## config.mk

```make
export PLATFORM = sky130hd
export DESIGN_NAME = cmlk_3d_frame_ctrl
export DESIGN_NICKNAME = d
export VERILOG_FILES = /design/src/rtl/cmlk_3d_frame_ctrl_pkg.sv /design/src/rtl/cmlk_3d_frame_ctrl.sv
export SDC_FILE = /design/constraint.sdc
export NUM_CORES = 1
export LEC_CHECK = 0
export CAP_MARGIN = 15
export CELL_PAD_IN_SITES_DETAIL_PLACEMENT = 1
export CELL_PAD_IN_SITES_GLOBAL_PLACEMENT = 1
export CORE_ASPECT_RATIO = 2
export CORE_MARGIN = 1
export CORE_UTILIZATION = 37
export DETAILED_ROUTE_END_ITERATION = 6
export PLACE_DENSITY_LB_ADDON = 0.1
export SYNTH_ARGS = -nofsm -noshare
export SYNTH_HDL_FRONTEND = slang
export SYNTH_SLANG_ARGS = --single-unit
```

## constraint.sdc

```tcl
create_clock -name aclk -period 3.27 [get_ports aclk]
set_clock_uncertainty 0.2 [all_clocks]
set_input_delay 0.654 -clock aclk [delete_from_list [all_inputs] [get_ports aclk]]
set_output_delay 0.654 -clock aclk [all_outputs]
set_load 0.03 [all_outputs]
```

## src/rtl/cmlk_3d_frame_ctrl_pkg.sv

```systemverilog
// Shared definitions for the 3D frame capture controller: FSM encoding and
// default timing constants.
package cmlk_3d_frame_ctrl_pkg;

  typedef enum logic [2:0] {
    S_IDLE       = 3'd0,
    S_INIT       = 3'd1,
    S_WAIT_TRIG  = 3'd2,
    S_START      = 3'd3,
    S_CAPTURE    = 3'd4,
    S_WAIT_STORE = 3'd5,
    S_ERR        = 3'd6
  } state_e;

  localparam int DEF_INIT_CYCLES = 4;
  localparam int DEF_TMO_CYCLES  = 65535;

endpackage

```

## src/rtl/cmlk_3d_frame_ctrl.sv

```systemverilog
// Frame capture sequencer: arms the image packer, gates sample writes per
// trigger, counts stored frames and reports overflow/timeout errors.
module cmlk_3d_frame_ctrl
  import cmlk_3d_frame_ctrl_pkg::*;
#(
  parameter int INIT_CYCLES = DEF_INIT_CYCLES,
  parameter int TMO_CYCLES  = DEF_TMO_CYCLES
) (
  input  logic        aclk,
  input  logic        areset,
  input  logic        ctrl_start,
  input  logic        ctrl_stop,
  input  logic [15:0] cfg_frame_num,
  input  logic [23:0] cfg_frame_len,
  input  logic [1:0]  cfg_frame_type,
  input  logic        trig,
  input  logic        nom_out_vld,
  input  logic        frame_store,
  input  logic        fifo_overflow,
  output logic        init_txn,
  output logic        frame_start,
  output logic [1:0]  frame_type_o,
  output logic        wr2ddr_en,
  output logic        busy,
  output logic        done,
  output logic        err_ovf,
  output logic        err_tmo,
  output logic [15:0] frame_cnt
);

  localparam int INIT_W = (INIT_CYCLES > 1) ? $clog2(INIT_CYCLES) : 1;
  localparam int TMO_W  = (TMO_CYCLES > 1) ? $clog2(TMO_CYCLES) : 1;
  localparam logic [INIT_W-1:0] INIT_LAST = INIT_W'(INIT_CYCLES - 1);
  localparam logic [TMO_W-1:0]  TMO_LAST  = TMO_W'(TMO_CYCLES - 1);

  state_e            state;
  logic [15:0]       lat_frame_num;
  logic [23:0]       lat_frame_len;
  logic [1:0]        lat_frame_type;
  logic              stop_flag;
  logic [INIT_W-1:0] init_cnt;
  logic [TMO_W-1:0]  tmo_cnt;
  logic [23:0]       sample_cnt;

  logic [23:0]       sample_nxt;
  logic [15:0]       frame_cnt_nxt;
  logic              arm;
  logic              last_frame;

  assign sample_nxt    = sample_cnt + 24'd1;
  assign frame_cnt_nxt = (frame_cnt == 16'hFFFF) ? frame_cnt : frame_cnt + 16'd1;
  assign arm           = ctrl_start && (cfg_frame_len != '0);
  // A stop requested in the same cycle as the store still ends the run.
  assign last_frame    = ((lat_frame_num != '0) && (frame_cnt_nxt == lat_frame_num))
                         || stop_flag || ctrl_stop;

  // NOTE: every register here is assigned with <= so all next-state values are
  // computed from the same pre-edge snapshot; blocking = would create ordering races.
  always_ff @(posedge aclk) begin
    if (areset) begin
      state          <= S_IDLE;
      lat_frame_num  <= '0;
      lat_frame_len  <= '0;
      lat_frame_type <= '0;
      stop_flag      <= 1'b0;
      init_cnt       <= '0;
      tmo_cnt        <= '0;
      sample_cnt     <= '0;
      init_txn       <= 1'b0;
      frame_start    <= 1'b0;
      frame_type_o   <= '0;
      wr2ddr_en      <= 1'b0;
      busy           <= 1'b0;
      done           <= 1'b0;
      err_ovf        <= 1'b0;
      err_tmo        <= 1'b0;
      frame_cnt      <= '0;
    end else begin
      done        <= 1'b0;
      frame_start <= 1'b0;

      if (state == S_IDLE || state == S_ERR) begin
        if (arm) begin
          lat_frame_num  <= cfg_frame_num;
          lat_frame_len  <= cfg_frame_len;
          lat_frame_type <= cfg_frame_type;
          frame_cnt      <= '0;
          err_ovf        <= 1'b0;
          err_tmo        <= 1'b0;
          stop_flag      <= 1'b0;
          init_cnt       <= '0;
          init_txn       <= 1'b1;
          busy           <= 1'b1;
          state          <= S_INIT;
        end else if (state == S_ERR && ctrl_stop) begin
          busy  <= 1'b0;
          state <= S_IDLE;
        end
      end else if (fifo_overflow) begin
        // Overflow wins over frame_store and the timeout in the same cycle.
        err_ovf   <= 1'b1;
        init_txn  <= 1'b0;
        wr2ddr_en <= 1'b0;
        state     <= S_ERR;
      end else begin
        if (ctrl_stop && state != S_WAIT_TRIG) begin
          stop_flag <= 1'b1;
        end

        case (state)
          S_INIT: begin
            if (init_cnt == INIT_LAST) begin
              init_txn <= 1'b0;
              state    <= S_WAIT_TRIG;
            end else begin
              init_cnt <= init_cnt + 1'b1;
            end
          end

          S_WAIT_TRIG: begin
            if (ctrl_stop) begin
              done  <= 1'b1;
              busy  <= 1'b0;
              state <= S_IDLE;
            end else if (trig) begin
              frame_start  <= 1'b1;
              frame_type_o <= lat_frame_type;
              state        <= S_START;
            end
          end

          S_START: begin
            sample_cnt <= '0;
            wr2ddr_en  <= 1'b1;
            state      <= S_CAPTURE;
          end

          S_CAPTURE: begin
            if (nom_out_vld) begin
              sample_cnt <= sample_nxt;
              if (sample_nxt == lat_frame_len) begin
                wr2ddr_en <= 1'b0;
                tmo_cnt   <= '0;
                state     <= S_WAIT_STORE;
              end
            end
          end

          S_WAIT_STORE: begin
            if (frame_store) begin
              frame_cnt <= frame_cnt_nxt;
              if (last_frame) begin
                done  <= 1'b1;
                busy  <= 1'b0;
                state <= S_IDLE;
              end else begin
                state <= S_WAIT_TRIG;
              end
            end else if (tmo_cnt == TMO_LAST) begin
              err_tmo <= 1'b1;
              state   <= S_ERR;
            end else begin
              tmo_cnt <= tmo_cnt + 1'b1;
            end
          end

          default: begin
            state <= S_IDLE;
          end
        endcase
      end
    end
  end

endmodule

```

# == Yosys cells after proc, flatten, opt, wreduce, memory -nomap -nowiden ==
# Index checks and enable logic that the tools add are counted.
# word_totals
register_bits,113
input_bits,50
out_inout_bits,25
# op_classes
add_sub_neg,4
n_eq_ne,31
n_mux,64
bitwise,4
n_reduce_logical,37
# ops
operator,n
two-way mux 16 bit,10
case mux 24 bit (2 select lines),1
two-way mux 3 bit,11
"adder 16 x 1 -> 16 bit, second input constant",2
"equality test 16 bit, second input constant",2
case mux 16 bit (2 select lines),1
two-way mux 1 bit,30
"adder 24 x 1 -> 24 bit, second input constant",1
equality test 24 bit,1
two-way mux 24 bit,1
nonzero test 24 bit,1
equality test 16 bit,1
AND reduction 4 bit,4
nonzero test 16 bit,1
nonzero test 2 bit,8
"!= test 3 bit, second input constant",5
case mux 3 bit (5 select lines),1
two-way mux 2 bit,6
"!= test 2 bit, second input constant",6
"!= test 4 bit, second input constant",3
AND reduction 6 bit,2
nonzero test 3 bit,4
"!= test 5 bit, second input constant",2
AND reduction 5 bit,2
other kinds (17),34

# == Depth between registers and ports, before layout ==
# logic_depth
ltp_word,11
ltp_mapped,13

# == Worst setup path after synthesis ==
# No wires, ideal clock.
# synth_timing
path_type,reg2reg
start,reg sample_cnt[0]
end,reg tmo_cnt[9]
setup_time_ns,0.070
arrival_time_ns,3.270
setup_slack_ns,-0.270
stages_incl_launch_ff,11
path_buffers,2
period_less_slack_ns,3.540
path_cell_list,dfxtp_1 > ha_1 > clkbuf_1 > nand4_1 > or4_4 > or4_4 > a2111oi_4 > a21boi_2 > buf_6 > or4_1 > a21oi_1
# synth_between
elab_chain_cells,4
# synth_rtl
item,line,rtl
from (decl),cmlk_3d_frame_ctrl.sv:43,logic [23:0] sample_cnt;
from (signal assigned),cmlk_3d_frame_ctrl.sv:140,sample_cnt <= sample_nxt;
adder 24 x 1 -> 24 bit,cmlk_3d_frame_ctrl.sv:50,assign sample_nxt = sample_cnt + 24'd1;
equality test 24 bit,cmlk_3d_frame_ctrl.sv:141,if (sample_nxt == lat_frame_len) begin
!= test 2 bit (no line),--,
AND reduction 7 bit (no line),--,
to (signal assigned),cmlk_3d_frame_ctrl.sv:163,tmo_cnt <= tmo_cnt + 1'b1;
to (decl),cmlk_3d_frame_ctrl.sv:42,logic [TMO_W-1:0] tmo_cnt;
# No other way between the ends.
# A chain may end at the register's enable or synchronous reset.

# == Worst setup path in the final report ==
# layout_timing
start,reg sample_cnt[0]
end,reg tmo_cnt[15]
# The elaborated chain is that of the path after synthesis.

==> impl_results.md <==
* Final Instance Area at 9140 um2
* Multiplexer share of the synthesized area at under 10%
* Overall power at 5.26 mW
* CTS tree: built
* Largest cells by area after synthesis: dfxtp_1 (35%), a21oi_1 (8.9%), nand2_1 (8.0%), xnor2_1 (5.9%), nor2_1 (4.6%)
* Critical path arrival at about 3.5 ns
* Top cell type's share of synthesized area at 35.2%
* Initial core utilization at 38.2%
* Fmax at 302 MHz
* Largest family of logic cells by synthesized area: simple AND/OR/NAND/NOR gates
* Clk sink count at around 110
* H-tree lvl count at 4
* GRT Util Overall at 31.6%
* Final std cells w/o fill at 1251
* GP Congestion at 1.05
* Area leader, netlist: dfxtp_1
* First DRT Iteration DRCs at roughly 200
* Leak pwr at between 3 and 4 nW
* Hold Path Stages at 2
* Final WL at 27400 um
* WHS at roughly 0.26 ns
* Dpl hpwl at 20600 um
* Netlist cell types at 58
* Post-layout min period at 3.31 ns
* Largest net degree at the start of global routing at 49
* DP Area at 8170 um2
* RSZ-0062 raised after global routing: yes
* Core Area at about 17000 um2
* Post-synthesis instance total at 868
* Synth Cell Area at 6430 um2
* Synth Net Count at 923
* Post-synth ARST share at 0%
* Routed Antenna Nets at 0
* Cell area power density at 575 nW/um2
* Worst setup margin at -0.0434 ns
* Sum of negative setup slack at -0.236 ns
* Hold_sp: lat_frame_type[1]
* Fin crit share at 101%
* Worst Hold Path EP: lat_frame_type[1]
* Avg WL per Cell at between 20 and 25 um
* Worst r2r dst: tmo_cnt[15]
* Area delta synth->final at 42.1%
* Compound-Gate Fraction of Synth Area at 21.7%
* Reg2reg setup slack at -0.04 ns
* Die W at ~95 um
* Yosys warning total at 0
* Bufs on Longest Clock Path at 2
* Rows at 67
* Critical path class: reg2reg
* Final Max Tran Viols at 0
* Post-cts hold buffer count at 0
* Register area share after synthesis at 35.2%
* RR Startpoint: sample_cnt[0]
* Commonest non-fill, non-tap cell in the layout: nand2_1
* DIE AREA at 18000 um2
* Port bufs at 74
* Top_reg_cell synth: dfxtp_1
* Final setup violation count at 8
* Synth Area in Adders at 0.972%
* Die span in y at between 150 and 200 um
* Failing checks: setup timing
* Via count at 7337
* DR DRC count at 0
* Startpoint Class: flop
* ANT cells at 0
* Vias per inst at ~6
* Skew-Pair Late Insertion Delay at 0.43 ns
* Cells after DPL at 1212
* Hold crit path type: reg2reg
* Worst setup EP type: flop
* Initial antenna violation count at 0
* Clk slew on worst S/H paths at 0.06 ns
* Fin. Hold Viols at 0
* Max-cap viol count at 0
* Xor/xnor share of the synthesized area at roughly 8.2%
* Layout cells sized above 1 at 20.3%
* Measured slew at the worst slew-check pin at between 0.6 and 0.7 ns
* Crit path max fanout at 6
* Setup WS pre-CTS at -0.462 ns
* DRT Pass-1 Iters at 4
* Most frequent cells in the layout: nand2_1 (134), buf_4 (117), dfxtp_1 (108), a21oi_1 (103), nor2_1 (77)
* CP required at 3.43 ns
* Worst relative slew slack at 58.2%
* Status: finished with violations
* Util after Layout at between 50 and 60%
* Max VDD drop at 0.362 mV
* GRT overflow at 0
* Fin nets at 1087
* Syn Area/Cell at 7.41 um2
* Global-route wire length before repair at 42300 um
* Clk root buf: clkbuf_16
* FF+latch count, synth at 113
* Number of synthesized flops with an enable pin at 0
* Vias in the first global route at just over 8000
* CTS Buf Count at 17
* Simple-gate share of the synthesized area at 28.9%
* Worst r2r path cells at 10
* Ports at 75
cells by family after synthesis:
kind of cell	after synthesis
fa+ha+maj	5
flops	113
buf+inv	62
compound gates	236
simple gates	384
mux	8
xor+xnor	60
synth_stat cells (all sizes together), types with 5 or more instances:
library cell,n
nand2,137
a21oi,114
dfxtp,113
nor2,79
o21ai,56
clkbuf,47
xnor2,43
nand3,36
nor4,26
nor3,17
xor2,17
nand4,16
and3,12
or3,12
or4,11
o31ai,10
a311oi,8
inv,8
a22oi,7
and4,7
buf,7
mux2i,7
nand2b,7
a211oi,6
nand4b,6
nor2b,6
o211ai,6
a31oi,5
ha,5
critical path, cell delays in order, from the launching register on:
cell       delay, ns
dfxtp_2         0.35
ha_4            0.14
nand4_1         0.17
buf_4           0.19
or4_4           0.42
or4_4           0.45
a2111oi_4       0.37
buf_6           0.20
a21boi_4        0.09
or4_4           0.55
a21oi_2         0.12
worst max-delay path by stage:
stage                     slack [ns]     startpoint          end  depth (start not counted)
after floorplan                 0.01  sample_cnt[0]   tmo_cnt[9]                         10
after global placement         -0.29  sample_cnt[0]  tmo_cnt[11]                         11
after detailed placement       -0.46  sample_cnt[0]   tmo_cnt[2]                         12
after CTS                      -0.05  sample_cnt[0]   tmo_cnt[5]                         11
after global routing           -0.15  sample_cnt[0]  tmo_cnt[11]                         10
final                          -0.04  sample_cnt[0]  tmo_cnt[15]                         10
per-layer routing:
metal  GRT usage (%)  up-vias  wire length, um
met1            27.2     3608             8910
met5               0        -                0
met4            25.1        0             2220
li1                -     3454                -
met2            60.7      172            15500
met3            4.92      103              756
cell type report:
type | count | area, um2
Clock inverter | 9 | 203
Inverter | 8 | 30.0
Clock buffer | 22 | 474
Multi-Input combinational cell | 695 | 4200
Timing Repair Buffer | 197 | 1710
Tap cell | 207 | 259
Sequential cell | 113 | 2270
Fill cell | 2068 | 7710
what timing repair did:
item | in CTS | in global routing
setup buffers | 4 | 2
gates cloned | 2 | 0
gates resized for setup | 22 | 32
setup endpoints to repair | 16 | 19
pin swaps | 10 | 20
flip-flops by register name (all words and copies together) (netlist names):
register	count
frame_type_o	2
init_cnt	2
init_txn	1
err_tmo	1
busy	1
done	1
frame_start	1
lat_frame_num	16
wr2ddr_en	1
state	3
sample_cnt	24
lat_frame_type	2
err_ovf	1
tmo_cnt	16
frame_cnt	16
lat_frame_len	24
stop_flag	1
where the power goes:
group	total (mW)	internal, mW	switching, mW	leakage [nW]
clock	2.17	1.49	0.688	0.330
combinational	1.42	0.565	0.851	2.06
sequential	1.67	1.52	0.156	0.920
total	5.26	3.57	1.69	3.32
No activity file was read; power rests on OpenSTA's default activity.
